===== src/rtl/parity_frame_rx.sv =====
// parity_frame_rx: serial frame receiver (LSB first, parity bit last) with valid/ready output and saturating error count.
// Define PARITY_RX_ODD_EN to check odd parity instead of even.
module parity_frame_rx #(
    parameter int size      = 32,
    parameter int cnt_width = 8
) (
    input  logic                 clk,
    input  logic                 rst_n,
    input  logic                 frame_start,
    input  logic                 bit_in,
    input  logic                 bit_valid,
    output logic                 in_ready,
    output logic [size-1:0]      out,
    output logic                 out_valid,
    input  logic                 out_ready,
    output logic                 parity_err,
    output logic [cnt_width-1:0] err_count
);
    localparam int CW = $clog2(size);
    localparam logic [CW-1:0] LAST = CW'(size - 1);
    typedef enum logic [1:0] {IDLE, DATA, PARITY, HOLD} state_t;
    state_t                r_state, w_next;
    logic [size-1:0]       r_shift, r_out;
    logic [CW-1:0]         r_cnt;
    logic                  r_acc, r_valid, r_err, w_perr;
    logic [cnt_width-1:0]  r_err_count;
`ifdef PARITY_RX_ODD_EN
    assign w_perr = ~(r_acc ^ bit_in);
`else
    assign w_perr = r_acc ^ bit_in;
`endif
    assign in_ready   = (r_state != HOLD);
    assign out        = r_out;
    assign out_valid  = r_valid;
    assign parity_err = r_err;
    assign err_count  = r_err_count;
    always_comb begin
        w_next = r_state;
        case (r_state)
            IDLE:    if (frame_start) w_next = DATA;
            DATA:    if (bit_valid && r_cnt == LAST) w_next = PARITY;
            PARITY:  if (bit_valid) w_next = HOLD;
            default: if (out_ready) w_next = IDLE;
        endcase
    end
    always_ff @(posedge clk or negedge rst_n) begin
        if (!rst_n) begin
            r_state     <= IDLE;
            r_shift     <= '0;
            r_out       <= '0;
            r_cnt       <= '0;
            r_acc       <= 1'b0;
            r_valid     <= 1'b0;
            r_err       <= 1'b0;
            r_err_count <= '0;
        end else begin
            r_state <= w_next;
            case (r_state)
                IDLE: if (frame_start) begin
                    r_shift <= '0;
                    r_cnt   <= '0;
                    r_acc   <= 1'b0;
                end
                DATA: if (bit_valid) begin
                    r_shift[r_cnt] <= bit_in;
                    r_acc          <= r_acc ^ bit_in;
                    r_cnt          <= r_cnt + 1'b1;
                end
                PARITY: if (bit_valid) begin
                    r_out   <= r_shift;
                    r_err   <= w_perr;
                    r_valid <= 1'b1;
                    // saturate rather than wrap so a flood of bad frames stays visible
                    if (w_perr && r_err_count != {cnt_width{1'b1}}) r_err_count <= r_err_count + 1'b1;
                end
                default: if (out_ready) begin
                    r_valid <= 1'b0;
                    r_err   <= 1'b0;
                end
            endcase
        end
    end
endmodule


===== config.mk =====
export PLATFORM = sky130hd
export DESIGN_NAME = parity_frame_rx
export DESIGN_NICKNAME = d
export VERILOG_FILES = /design/src/rtl/parity_frame_rx.sv
export SDC_FILE = /design/constraint.sdc
export NUM_CORES = 1
export LEC_CHECK = 0
export ABC_AREA = 1
export CORE_AREA = 4 4 109 111
export CTS_CLUSTER_DIAMETER = 200
export DETAILED_ROUTE_END_ITERATION = 6
export DIE_AREA = 0 0 113 115
export GPL_TIMING_DRIVEN = 0
export REMOVE_ABC_BUFFERS = 1
export SLEW_MARGIN = 20
export SYNTH_ARGS = -nofsm -noshare
export SYNTH_HDL_FRONTEND = slang
export SYNTH_SLANG_ARGS = --single-unit

===== constraint.sdc =====
create_clock -name clk -period 1.7 [get_ports clk]
set_input_delay 0.17 -clock clk [delete_from_list [all_inputs] [get_ports clk]]
set_output_delay 0.17 -clock clk [all_outputs]
set_load 0.01 [all_outputs]

==> impl_metrics.tcl <==
set metrics [dict create \
    drt_pass1_iterations 5 \
    setup_viol_count_final 0 \
    grt_pass1_wl_um 18000 \
    finalNetCount 648 \
    rows 38 \
    synthCells 583 \
    diodes 0 \
    pin_count 49 \
    start_util_pct 39.7 \
    reg2reg_depth 9 \
    wirelength_um 10700 \
    clock-sinks 82 \
    numCtsBuffers 9 \
    max_cap_viol_count 0 \
    grt_max_degree 45 \
    area_delta_synth_final_pct 25.4 \
    vias_per_cell 4.93 \
    synth_area_um2 4280 \
    cp-start-kind "flip-flop" \
    min_path_type "primary input to asynchronous set/reset pin" \
    vias 3827 \
    endpoint_kind "output port" \
    path_class "flip-flop to output port" \
    ant_nets 0 \
    grt_antenna_before_repair 0 \
    cts_tree "done" \
    max-slew-margin-rel_pct 57.1 \
    grt_pass1_vias 3705 \
    maxSlewViolCount 0 \
    peakVddDrop_mv 0.625 \
    drc 0 \
    ys_seq_elements 82 \
    fmax_mhz 605 \
    dp_hpwl_um 5960 \
    hold_violations 0 \
    die_height_um 115 \
    synth-seq-area-share_pct 47.9 \
    syn_avg_cell_area_um2 7.35 \
    path_clk_slew_ns 0.09 \
    clockBufferDepth 2 \
    status "complete, no violations" \
    fin_skew_ns 0.0110 \
    synth_cell_type_count 20 \
    track_usage_pct 17.2 \
    insertion_delay_ns 0.36 \
    drive_gt1_share_pct 10.1 \
    gp_congestion 0.760 \
    leakage_uw 0.00281 \
    clockRootBuffer "clkbuf_8" \
    htreeDepth 3 \
    powerDensity_nw_per_um2 1310 \
    fin_tns_setup_ns 0 \
    arrival_ns 1.48 \
    tightest_slew_ns 0.644 \
    period_share_pct 97.2 \
    die-area_um2 13000 \
    drtIter0Drc 265 \
    wl_per_cell_um 13.8 \
    core_area_um2 10800 \
    critPathMaxFanout 3 \
    critPathRequiredTime_ns 1.53 \
    grt-ovfl-total 0 \
    fin_hold_ws_ns 0.340 \
    portBuffers 48 \
    yosys_warnings 0 \
    die_w_um 113 \
    finalCriticalPeriod_ns 1.65 \
]
==> final cells by class <==
| type | count | area, µm² |
|---|---|---|
| Multi-Input combinational cell | 425 | 2020 |
| Sequential cell | 82 | 2060 |
| Clock inverter | 4 | 50.0 |
| Timing Repair Buffer | 70 | 728 |
| Fill cell | 1061 | 5420 |
| Inverter | 42 | 178 |
| Tap cell | 140 | 175 |
| Clock buffer | 12 | 155 |
| Timing Repair inverter | 1 | 8.76 |
==> where the power goes <==
group	leakage (µW)	switching (µW)	internal, µW
logic	0.00158	2000	1290
registers	0.00113	166	2110
clock network	0.0000986	703	757
==> registers in the layout (all words and copies together), names as in the netlist <==
| signal | flops |
|---|---|
| out | 32 |
| parity_err | 1 |
| r_acc | 1 |
| r_shift | 32 |
| r_cnt | 5 |
| err_count | 8 |
| r_state | 2 |
| out_valid | 1 |
==> cell usage in the layout (no fill, tap or decap), types with 2 or more instances in the layout <==
master,netlist,layout
o21ai_0,15,15
ha_1,11,4
nand4_1,51,51
nand2_1,282,279
inv_2,2,2
inv_1,40,38
dfrtp_1,82,79
buf_16,0,2
nand3_1,23,23
ha_4,0,4
clkinvlp_4,0,3
xnor2_1,2,2
clkdlybuf4s50_1,0,44
nor2_4,1,4
ha_2,0,3
dfrtp_2,0,3
clkbuf_8,0,11
nand2_4,0,2
buf_12,0,3
o21ai_1,3,2
buf_6,2,2
buf_4,0,15
nor2_1,29,29
==> critical path, cell delays in order (launching register included) <==
cell	delay [ns]
dfrtp_1	0.40
buf_4	0.15
buf_4	0.13
ha_1	0.17
inv_1	0.05
clkdlybuf4s15_1	0.22
==> metrics by stage <==
step	utilization, %	instances	total power, µW	setup slack [ns]	instance area [µm²]
after global routing	49.8	776	7500	-0.0305	5370
after global placement	44.2	735	4580	-2.52	4770
final	49.8	776	7020	0.0478	5370
after detailed placement	44.9	738	4820	-1.02	4840
after floorplan	-	547	3910	-1.41	4110
after CTS	48.5	767	6770	0.0167	5230
==> logic make-up (layout without fill, tap and decap cells) <==
group           after synthesis  after routing  share of synthesized area, %
compound gates               19             19                          2.22
xor+xnor                      3              3                         0.614
fa+ha+maj                    11             11                          3.21
buf+inv                      78            129                          7.71
flops                        82             82                          47.9
simple gates                390            392                          38.3
==> metal layers <==
| metal | routed length [µm] | part of all wire (%) | GRT usage [%] |
|---|---|---|---|
| met5 | 0 | 0 | 0 |
| met4 | 153 | 1.4 | 6.41 |
| met3 | 457 | 4.3 | 2.79 |
| met2 | 4970 | 46 | 28.2 |
| met1 | 5150 | 48 | 23.1 |
==> cells in the mapped netlist <==
master      n  area (µm²)
xnor2_1     2        17.5
buf_1       1        3.75
nor2_1     29         109
inv_1      40         150
nor2_4      1        11.3
xor2_1      1        8.76
a21oi_1     1        5.00
nand3_1    23         115
nor2_2      3        18.8
inv_2       2        7.51
o21ai_1     3        15.0
ha_1       11         138
nand3_2     1        10.0
nand4_1    51         319
dfrtp_1    82        2050
buf_2      18        90.1
clkbuf_1   15        56.3
buf_6       2        22.5
nand2_1   282        1060
o21ai_0    15        75.1
==> repair_timing <==
action,CTS,global route
hold buffers,1,0
endpoints found under the hold margin,38,0
pin swaps,3,4
endpoints found under the setup margin,83,61
buffers inserted,9,9
resized for setup,18,15
cloned,3,0
==> path summary, 6_finish.rpt <==
kind                              from           to  slack, ns
min                              rst_n      out[13]       0.34
min reg2reg                r_shift[15]      out[15]       0.48
max in group asynchronous        rst_n  r_shift[19]       0.76
max                         r_state[1]     in_ready       0.05
min in group clk                bit_in  r_shift[13]       0.39
max reg2reg                   r_cnt[0]   r_state[1]       0.10
Note: power is estimated with default switching activity, not from simulation.
